**src/rtl/mem_access_pkg.sv**
```systemverilog
// rtl/mem_access_pkg.sv - shared defines for the memory-access stage: op codes and lane helpers
package mem_access_pkg;

  localparam logic [4:0]  NOPRegAddr = 5'b00000;
  localparam logic [31:0] zeroword   = 32'h0000_0000;

  localparam logic [7:0] EXE_NOP_OP = 8'b0000_0000;
  localparam logic [7:0] EXE_ADD_OP = 8'b0010_0000;
  localparam logic [7:0] EXE_LB_OP  = 8'b1110_0000;
  localparam logic [7:0] EXE_LH_OP  = 8'b1110_0001;
  localparam logic [7:0] EXE_LW_OP  = 8'b1110_0011;
  localparam logic [7:0] EXE_LBU_OP = 8'b1110_0100;
  localparam logic [7:0] EXE_LHU_OP = 8'b1110_0101;
  localparam logic [7:0] EXE_SB_OP  = 8'b1110_1000;
  localparam logic [7:0] EXE_SH_OP  = 8'b1110_1001;
  localparam logic [7:0] EXE_SW_OP  = 8'b1110_1011;

  function automatic logic is_load(input logic [7:0] op);
    return op inside {EXE_LB_OP, EXE_LBU_OP, EXE_LH_OP, EXE_LHU_OP, EXE_LW_OP};
  endfunction

  function automatic logic is_store(input logic [7:0] op);
    return op inside {EXE_SB_OP, EXE_SH_OP, EXE_SW_OP};
  endfunction

  function automatic logic is_mem(input logic [7:0] op);
    return is_load(op) || is_store(op);
  endfunction

  function automatic logic misaligned(input logic [7:0] op, input logic [1:0] a);
    logic w_half;
    logic w_word;
    w_half = op inside {EXE_LH_OP, EXE_LHU_OP, EXE_SH_OP};
    w_word = op inside {EXE_LW_OP, EXE_SW_OP};
    return (w_half && a[0]) || (w_word && (a != 2'b00));
  endfunction

  // Big-endian lanes: byte address 0 lives in bits 31:24.
  function automatic logic [3:0] store_sel(input logic [7:0] op, input logic [1:0] a);
    case (op)
      EXE_SB_OP: return 4'b1000 >> a;
      EXE_SH_OP: return a[1] ? 4'b0011 : 4'b1100;
      default:   return 4'b1111;
    endcase
  endfunction

  function automatic logic [31:0] store_data(input logic [7:0] op, input logic [31:0] r2);
    case (op)
      EXE_SB_OP: return {4{r2[7:0]}};
      EXE_SH_OP: return {2{r2[15:0]}};
      default:   return r2;
    endcase
  endfunction

endpackage

```
**src/rtl/mem_load_align.sv**
```systemverilog
// rtl/mem_load_align.sv - selects the addressed byte/halfword of a read word and extends it
module mem_load_align
  import mem_access_pkg::*;
(
  input  logic [7:0]  aluop_i,
  input  logic [1:0]  addr_lo_i,
  input  logic [31:0] word_i,
  output logic [31:0] data_o
);

  logic [7:0]  w_byte;
  logic [15:0] w_half;

  always_comb begin
    case (addr_lo_i)
      2'b00:   w_byte = word_i[31:24];
      2'b01:   w_byte = word_i[23:16];
      2'b10:   w_byte = word_i[15:8];
      default: w_byte = word_i[7:0];
    endcase
    w_half = addr_lo_i[1] ? word_i[15:0] : word_i[31:16];
    case (aluop_i)
      EXE_LB_OP:  data_o = {{24{w_byte[7]}}, w_byte};
      EXE_LBU_OP: data_o = {24'h000000, w_byte};
      EXE_LH_OP:  data_o = {{16{w_half[15]}}, w_half};
      EXE_LHU_OP: data_o = {16'h0000, w_half};
      default:    data_o = word_i;
    endcase
  end

endmodule

```
**src/rtl/mem_access.sv**
```systemverilog
// rtl/mem_access.sv - MEM pipeline stage: drives the data bus and stalls until the access completes
module mem_access
  import mem_access_pkg::*;
(
  input  logic        clk,
  input  logic        rst,
  input  logic [4:0]  wd_i,
  input  logic        wreg_i,
  input  logic [31:0] wdata_i,
  input  logic [31:0] hi_i,
  input  logic [31:0] lo_i,
  input  logic        whilo_i,
  input  logic [7:0]  aluop_i,
  input  logic [31:0] mem_addr_i,
  input  logic [31:0] reg2_i,
  input  logic [31:0] bus_rdata_i,
  input  logic        bus_ack_i,
  output logic [4:0]  wd_o,
  output logic        wreg_o,
  output logic [31:0] wdata_o,
  output logic [31:0] hi_o,
  output logic [31:0] lo_o,
  output logic        whilo_o,
  output logic        bus_req_o,
  output logic        bus_we_o,
  output logic [31:0] bus_addr_o,
  output logic [3:0]  bus_sel_o,
  output logic [31:0] bus_wdata_o,
  output logic        stallreq_o,
  output logic        misalign_o
);

  typedef enum logic [1:0] {
    ST_IDLE = 2'd0,
    ST_BUSY = 2'd1,
    ST_DONE = 2'd2
  } state_t;

  state_t      r_state;
  logic [31:0] r_cap;
  logic [7:0]  r_aluop;
  logic [31:0] r_addr;
  logic [31:0] r_reg2;

  logic        w_start;
  logic        w_drive;
  logic [7:0]  w_op;
  logic [31:0] w_addr;
  logic [31:0] w_reg2;
  logic [31:0] w_load_data;

  assign w_start = is_mem(aluop_i) && !misaligned(aluop_i, mem_addr_i[1:0]);

  // Outside IDLE the request is replayed from the snapshot so the bus sees stable values.
  assign w_op   = (r_state == ST_IDLE) ? aluop_i    : r_aluop;
  assign w_addr = (r_state == ST_IDLE) ? mem_addr_i : r_addr;
  assign w_reg2 = (r_state == ST_IDLE) ? reg2_i     : r_reg2;

  mem_load_align u_load_align (
    .aluop_i   (r_aluop),
    .addr_lo_i (r_addr[1:0]),
    .word_i    (r_cap),
    .data_o    (w_load_data)
  );

  always_ff @(posedge clk) begin
    if (rst) begin
      r_state <= ST_IDLE;
      r_cap   <= zeroword;
      r_aluop <= EXE_NOP_OP;
      r_addr  <= zeroword;
      r_reg2  <= zeroword;
    end else begin
      case (r_state)
        ST_IDLE: begin
          r_aluop <= aluop_i;
          r_addr  <= mem_addr_i;
          r_reg2  <= reg2_i;
          if (w_start) begin
            r_state <= bus_ack_i ? ST_DONE : ST_BUSY;
            if (bus_ack_i && is_load(aluop_i)) r_cap <= bus_rdata_i;
          end
        end
        ST_BUSY: begin
          if (bus_ack_i) begin
            r_state <= ST_DONE;
            if (is_load(r_aluop)) r_cap <= bus_rdata_i;
          end
        end
        default: r_state <= ST_IDLE;
      endcase
    end
  end

  always_comb begin
    wd_o        = NOPRegAddr;
    wreg_o      = 1'b0;
    wdata_o     = zeroword;
    hi_o        = zeroword;
    lo_o        = zeroword;
    whilo_o     = 1'b0;
    bus_req_o   = 1'b0;
    bus_we_o    = 1'b0;
    bus_addr_o  = zeroword;
    bus_sel_o   = 4'b0000;
    bus_wdata_o = zeroword;
    stallreq_o  = 1'b0;
    misalign_o  = 1'b0;
    w_drive     = 1'b0;
    if (!rst) begin
      wd_o    = wd_i;
      wdata_o = wdata_i;
      hi_o    = hi_i;
      lo_o    = lo_i;
      case (r_state)
        ST_IDLE: begin
          if (!is_mem(aluop_i)) begin
            wreg_o  = wreg_i;
            whilo_o = whilo_i;
          end else if (!w_start) begin
            misalign_o = 1'b1;
          end else begin
            w_drive = 1'b1;
          end
        end
        ST_BUSY: w_drive = 1'b1;
        ST_DONE: begin
          wreg_o  = wreg_i && !is_store(r_aluop);
          whilo_o = whilo_i;
          if (is_load(r_aluop)) wdata_o = w_load_data;
        end
        default: ;
      endcase
      if (w_drive) begin
        bus_req_o   = 1'b1;
        stallreq_o  = 1'b1;
        bus_we_o    = is_store(w_op);
        bus_addr_o  = {w_addr[31:2], 2'b00};
        bus_sel_o   = is_store(w_op) ? store_sel(w_op, w_addr[1:0]) : 4'b1111;
        bus_wdata_o = store_data(w_op, w_reg2);
      end
    end
  end

endmodule

```
**config.mk**
```make
export PLATFORM = sky130hd
export DESIGN_NAME = mem_access
export DESIGN_NICKNAME = d
export VERILOG_FILES = /design/src/rtl/mem_access_pkg.sv /design/src/rtl/mem_load_align.sv /design/src/rtl/mem_access.sv
export SDC_FILE = /design/constraint.sdc
export NUM_CORES = 1
export LEC_CHECK = 0
export CAP_MARGIN = 40
export CORE_MARGIN = 5
export CORE_UTILIZATION = 25
export CTS_CLUSTER_SIZE = 14
export DETAILED_ROUTE_END_ITERATION = 8
export MAX_ROUTING_LAYER = met4
export PLACE_DENSITY = 0.63
export REMOVE_ABC_BUFFERS = 1
export SLEW_MARGIN = 25
export SYNTH_ARGS = -nofsm -noshare
export SYNTH_HDL_FRONTEND = slang
export SYNTH_HIERARCHICAL = 1
export SYNTH_SLANG_ARGS = --single-unit
export TNS_END_PERCENT = 5
```
**constraint.sdc**
```tcl
create_clock -name clk -period 2.3 [get_ports clk]
set_clock_uncertainty 0.1 [all_clocks]
set_input_delay 0.345 -clock clk [delete_from_list [all_inputs] [get_ports clk]]
set_output_delay 0.345 -clock clk [all_outputs]
set_load 0.005 [all_outputs]
```
==> impl_metrics.env, run 1 <==
export IMPL_run_status="finished, violations left"
export IMPL_violations="negative setup slack"
export IMPL_required_ns=1.86
export IMPL_synth_top_cell_by_area="dfxtp_1"
export IMPL_grt_pass1_vias=8378
export IMPL_clockBufferDepth=2
export IMPL_fp_dieH_um=179
export IMPL_vias_per_cell=4.68
export IMPL_clk_pin_slew_ns=0.08
export IMPL_crit_type="input pin to primary output"
export IMPL_area_growth_pct=84.6
export IMPL_multiInputGateArea_um2=5090
export IMPL_synth_ff_type="dfxtp_1"
export IMPL_async_reset_ff_frac=0
export IMPL_place_ws_ns=-1.03
export IMPL_max_freq_mhz=383
export IMPL_final_setup_worst_slack_ns=-0.310
export IMPL_layout_drive_gt1_share=0.307
export IMPL_power_density_nw_per_um2=358
export IMPL_yosysWarnings=6
export IMPL_netlist_area_leader_share=0.297
export IMPL_clk_latency_ns=0.36
export IMPL_tightest_slew_ns=0.529
export IMPL_core_area_um2=28000
export IMPL_finalCritPeriodShare=1.13
export IMPL_drc_errors=0
export IMPL_grt_usage=0.188
export IMPL_synth_seq_cells=106
export IMPL_finalMaxSlewViolations=0
export IMPL_synth_edf_count=0
export IMPL_worstPathMaxFanout=6
export IMPL_fin_crit_ns=2.61
export IMPL_dr_pass1_iters=5
export IMPL_fin_area_um2=13200
export IMPL_ff_latch_area_um2=2140
export IMPL_ys_seq_area_frac=0.297
export IMPL_pin_count=385
export IMPL_fill_cells=2722
export IMPL_p_leak_nw=5.48
export IMPL_vias=8212
export IMPL_syn_inst=906
export IMPL_io_buffers=382
export IMPL_cts_sinks=106
export IMPL_synthDistinctLibCells=53
export IMPL_grt_pass1_wl_um=46600
export IMPL_layout_nets=1580
export IMPL_grt_setup_unrepaired="yes"
export IMPL_place_gp_congestion=0.845
export IMPL_synth_area_um2=7140
export IMPL_hold_ws_ns=0.186
export IMPL_die_width_um=179
export IMPL_cts_tree="yes"
export IMPL_die_area_um2=32100
export IMPL_antenna_found_initial=1
export IMPL_timing_critical_path_from_type="input pin"
export IMPL_drtIter0Drc=472
export IMPL_crit_path_end_kind="primary output"
export IMPL_place_area_um2=12300
export IMPL_synthTopCellsByArea="dfxtp_1 30%, mux2i_1 14%, nand2b_1 6.6%"
export IMPL_holdBufCountCts=0
export IMPL_arrival_ns=2.17
export IMPL_overflow=0
export IMPL_hpwl_um=23100
export IMPL_ir_drop_mv=0.300
export IMPL_maxCapViolCount=0
export IMPL_setup_violations=100
export IMPL_rows=61
export IMPL_synth_top_cells_by_count="116 x nand2_1, 106 x dfxtp_1, 98 x nor2_1, 97 x mux2i_1, 75 x nand2b_1"
export IMPL_antenna_left=0
export IMPL_finalHoldViolCount=0
export IMPL_yosysMostFrequentCell="nand2_1"
export IMPL_hold_path_class="input pin to flip-flop"
export IMPL_post_drt_wl_per_cell_um=17.9
export IMPL_htreeDepth=3
export IMPL_routed_wl_um=31400
export IMPL_grt_max_degree=101
export IMPL_synth_avg_cell_area_um2=7.88
export IMPL_p_total_mw=4.72
export IMPL_start_util=0.255
export IMPL_max_slew_margin_rel=0.648
export IMPL_cts_root_buffer="clkbuf_16"
export IMPL_cts_buffers=9
export IMPL_fin_util=0.471
## logic make-up (layout without fill, tap and decap cells)
family / after synthesis / count (layout) / synth area share
muxes: 107 / 107 / 0.164
buffers and inverters: 103 / 571 / 0.0659
and+or+nand+nor: 440 / 440 / 0.308
AOI/OAI and AO/OA: 149 / 149 / 0.164
other: 1 / 4 / 0.000525
DFF: 106 / 106 / 0.297
## timing repair
item	in CTS	in global routing
cloned	4	4
resized for setup	442	131
setup buffers	11	3
pin swaps	20	22
endpoints found under the setup margin	136	104
## cells in the final DEF (no fill, tap or decap), types with 4 or more instances in the layout
cell and n:
buf_4 112, nor2_1 91, buf_16 4, nor2b_1 70, a211o_1 7, nor3_1 18
o2bb2ai_1 21, buf_6 24, clkdlybuf4s15_1 6, a211oi_2 16, nor4_2 6, nor3_2 13
a221oi_2 8, buf_2 69, clkdlybuf4s50_1 269, and3_1 6, a32oi_1 7, nand2b_1 73
nand2_2 12, nand2_1 100, clkbuf_16 13, nor2_4 4, o41ai_1 8, o221ai_1 6
clkdlybuf4s15_2 18, nand2_4 4, mux2i_1 92, clkbuf_2 12, a21oi_2 26, buf_12 18
nor2_2 5, dfxtp_2 5, a21oi_1 28, dfxtp_1 99, and2_1 10, mux4_2 8
nand3_1 6, inv_1 10
## worst max-delay path, stage by stage
cell	delay, ns
clkdlybuf4s15_1	0.32
a2111oi_4	0.41
a32oi_2	0.22
or2_4	0.30
buf_8	0.16
buf_16	0.13
a211oi_2	0.13
buf_2	0.14
## registers in the layout (all words and copies together), names as in the netlist
signal,flops
r_addr,32
r_state,2
r_aluop,8
r_cap,32
r_reg2,32
## report_power, final
part / internal [mW] / switching, mW
logic: 0.711 / 0.462
clock network: 0.779 / 0.836
registers: 1.90 / 0.0285
## stage by stage
step           std cells  TNS, ns
2_1_floorplan        817  -266.24
3_3_place_gp        1718   -87.95
3_5_place_dp        1718   -92.78
4_1_cts             1749   -31.72
5_1_grt             1754   -29.87
6_report            1755   -19.24
## routing by layer
layer | vias to the layer above | track usage | part of all wire
met5 | - | - | 0
met4 | 0 | 0.0419 | 0.013
met3 | 34 | 0.0458 | 0.079
met2 | 301 | 0.304 | 0.48
met1 | 3828 | 0.241 | 0.43
li1 | 4049 | - | -
## worst paths after layout
check                                start         endpoint  slack [ns]  depth (start not counted)
worst min-delay path                   rst        r_addr[1]        0.19                          2
worst min register to register  r_aluop[4]       r_aluop[4]        0.37                          2
worst max register to register  r_aluop[4]         r_cap[1]        0.28                          8
worst max-delay path            aluop_i[1]  bus_wdata_o[16]       -0.31                          8
## cell type report
| type | count | share of cell area |
|---|---|---|
| repair buffers | 542 | 0.388 |
| multi-input cells | 698 | 0.386 |
| flip-flops and latches | 106 | 0.162 |
| well taps | 378 | 0.0359 |
| clock buffers | 9 | 0.0171 |
| clock inverters | 7 | 0.00617 |
| inverters | 13 | 0.00408 |
| diodes | 2 | 0.000380 |
(Power assumes the default switching activity.)
==> inputs of run 2 (changes only) <==
--- a/config.mk
+++ b/config.mk
@@ -10,6 +10,7 @@
 export CORE_UTILIZATION = 25
 export CTS_CLUSTER_SIZE = 14
 export DETAILED_ROUTE_END_ITERATION = 8
+export GPL_TIMING_DRIVEN = 0
 export MAX_ROUTING_LAYER = met4
 export PLACE_DENSITY = 0.63
 export REMOVE_ABC_BUFFERS = 1
==> run 2 against run 1 <==
  * The run still ends with negative setup slack left
  * Non-clock buffer count shrank 38
  * Design area grew 1.6%
  * Hold slack lost 0.073 ns
  * Critical path depth is the same
  * Die area is the same
  * Register-to-register slack lost 0.37 ns
  * First-iteration DRC count grew 24%
  * Sequential power is essentially flat
  * Combinational power is essentially flat
  * Critical path type is now flip-flop to primary output
  * Critical endpoint is now wdata_o[15]
  * Highest routed layer unchanged
==> impl_metrics.env, run 2 (synthesis results as in run 1) <==
export IMPL_ff_latch_area_um2=2160
export IMPL_max_slew_margin_rel=0.589
export IMPL_antenna_found_initial=4
export IMPL_required_ns=1.86
export IMPL_min_from="aluop_i[4]"
export IMPL_gr_usage_met2=0.313
export IMPL_fill_cells=2676
export IMPL_layout_commonest_cell="clkdlybuf4s50_1"
export IMPL_grt_usage=0.198
export IMPL_finalHoldViolCount=0
export IMPL_maxCapViolCount=0
export IMPL_fin_crit_ns=2.64
export IMPL_fin_util=0.478
export IMPL_clockBufferDepth=2
export IMPL_area_growth_pct=87.5
export IMPL_io_buffers=382
export IMPL_r2r_worst_path_cells=8
export IMPL_p_leak_nw=5.52
export IMPL_use_met3=0.0618
export IMPL_cts_root_buffer="clkbuf_16"
export IMPL_rows=61
export IMPL_drtIter0Drc=583
export IMPL_arrival_ns=2.20
export IMPL_finalMaxSlewViolations=0
export IMPL_core_area_um2=28000
export IMPL_power_density_nw_per_um2=353
export IMPL_cts_sinks=106
export IMPL_timing_critical_path_from_type="flip-flop"
export IMPL_reg2reg_slack_ns=-0.09
export IMPL_grt_pass1_wl_um=48300
export IMPL_grt_pass1_vias=8411
export IMPL_max_freq_mhz=378
export IMPL_tightest_slew_ns=0.616
export IMPL_clk_latency_ns=0.35
export IMPL_start_util=0.255
export IMPL_hold_ws_ns=0.112
export IMPL_vias_per_cell=4.88
export IMPL_htreeDepth=3
export IMPL_hpwl_um=21300
export IMPL_holdPathEnd="r_aluop[4]"
export IMPL_cts_buffers=9
export IMPL_die_area_um2=32100
export IMPL_p_total_mw=4.72
export IMPL_post_drt_wl_per_cell_um=19.1
export IMPL_reg_top3="r_addr: 32 flops, r_cap: 32 flops, r_reg2: 32 flops"
export IMPL_violations="negative setup slack"
export IMPL_place_ws_ns=-1.65
export IMPL_place_area_um2=11400
export IMPL_die_width_um=179
export IMPL_worstPathMaxFanout=7
export IMPL_finalCritPeriodShare=1.15
export IMPL_hold_path_class="input pin to flip-flop"
export IMPL_setup_violations=127
export IMPL_timing_rr_end="r_cap[30]"
export IMPL_antenna_left=0
export IMPL_layout_drive_gt1_share=0.328
export IMPL_ir_drop_mv=0.339
export IMPL_multiInputGateArea_um2=5450
export IMPL_layout_nets=1548
export IMPL_final_setup_worst_slack_ns=-0.344
export IMPL_drc_errors=0
export IMPL_place_gp_congestion=0.802
export IMPL_crit_type="flip-flop to primary output"
export IMPL_busiest_layer="met2"
export IMPL_fp_dieH_um=179
export IMPL_grt_max_degree=115
export IMPL_clk_pin_slew_ns=0.08
export IMPL_run_status="finished, violations left"
export IMPL_crit_path_end_kind="primary output"
export IMPL_routed_wl_um=33000
export IMPL_grt_util_met1=0.246
export IMPL_overflow=0
export IMPL_whs_path_depth=3
export IMPL_fin_area_um2=13400
export IMPL_pin_count=385
export IMPL_vias=8427
export IMPL_cts_tree="yes"
export IMPL_reg2reg_from="r_state[1]"
export IMPL_dr_pass1_iters=5
export IMPL_grt_setup_unrepaired="yes"
export IMPL_mostFrequentLayoutCells="268 x clkdlybuf4s50_1, 106 x nand2_1, 95 x dfxtp_1"
[run 2: layer usage]
| metal | routed length (um) | part of all wire |
|---|---|---|
| met5 | 0 | 0 |
| met4 | 492 | 0.015 |
| met3 | 3010 | 0.091 |
| met2 | 16000 | 0.49 |
| met1 | 13500 | 0.41 |
[run 2: critical path: stages (launching register included)]
cell           delay (ns)
dfxtp_4              0.36
mux4_2               0.52
buf_6                0.16
a21oi_4              0.14
buf_12               0.15
o2bb2ai_1            0.08
nand2_1              0.10
a21oi_1              0.07
dlygate4sd2_1        0.27
[run 2: metrics by stage]
step | setup TNS, ns | std cells
after floorplan | -266.24 | 817
after global placement | -1665.92 | 1577
after detailed placement | -151.01 | 1594
after CTS | -23.77 | 1706
after global routing | -36.50 | 1725
final | -22.98 | 1728
[run 2: final cells by class]
cell class | count | share of cell area
inverters | 13 | 0.00467
flip-flops and latches | 106 | 0.161
clock buffers | 11 | 0.0189
repair buffers | 504 | 0.369
clock inverters | 5 | 0.00318
diodes | 7 | 0.00131
well taps | 378 | 0.0353
multi-input cells | 704 | 0.407
[run 2: worst max-delay path by stage]
stage / startpoint / end
2_1_floorplan: r_state[1] / bus_wdata_o[31]
3_3_place_gp: rst / bus_wdata_o[27]
3_5_place_dp: aluop_i[4] / bus_wdata_o[27]
4_1_cts: aluop_i[4] / bus_wdata_o[23]
5_1_grt: r_state[1] / bus_wdata_o[10]
6_report: r_addr[0] / wdata_o[15]
[run 2: timing repair]
item / in CTS / in global routing
endpoints found under the setup margin: 138 / 129
setup buffers: 88 / 14
cloned: 10 / 1
gates resized for setup: 592 / 85
pin swaps: 46 / 30
hold buffers: 0 / 0
[run 2: power breakdown]
group	internal [mW]	switching, mW	leakage (nW)
clock network	0.816	0.790	0.149
registers	1.90	0.0424	0.880
logic	0.709	0.468	4.49
total	3.42	1.30	5.52
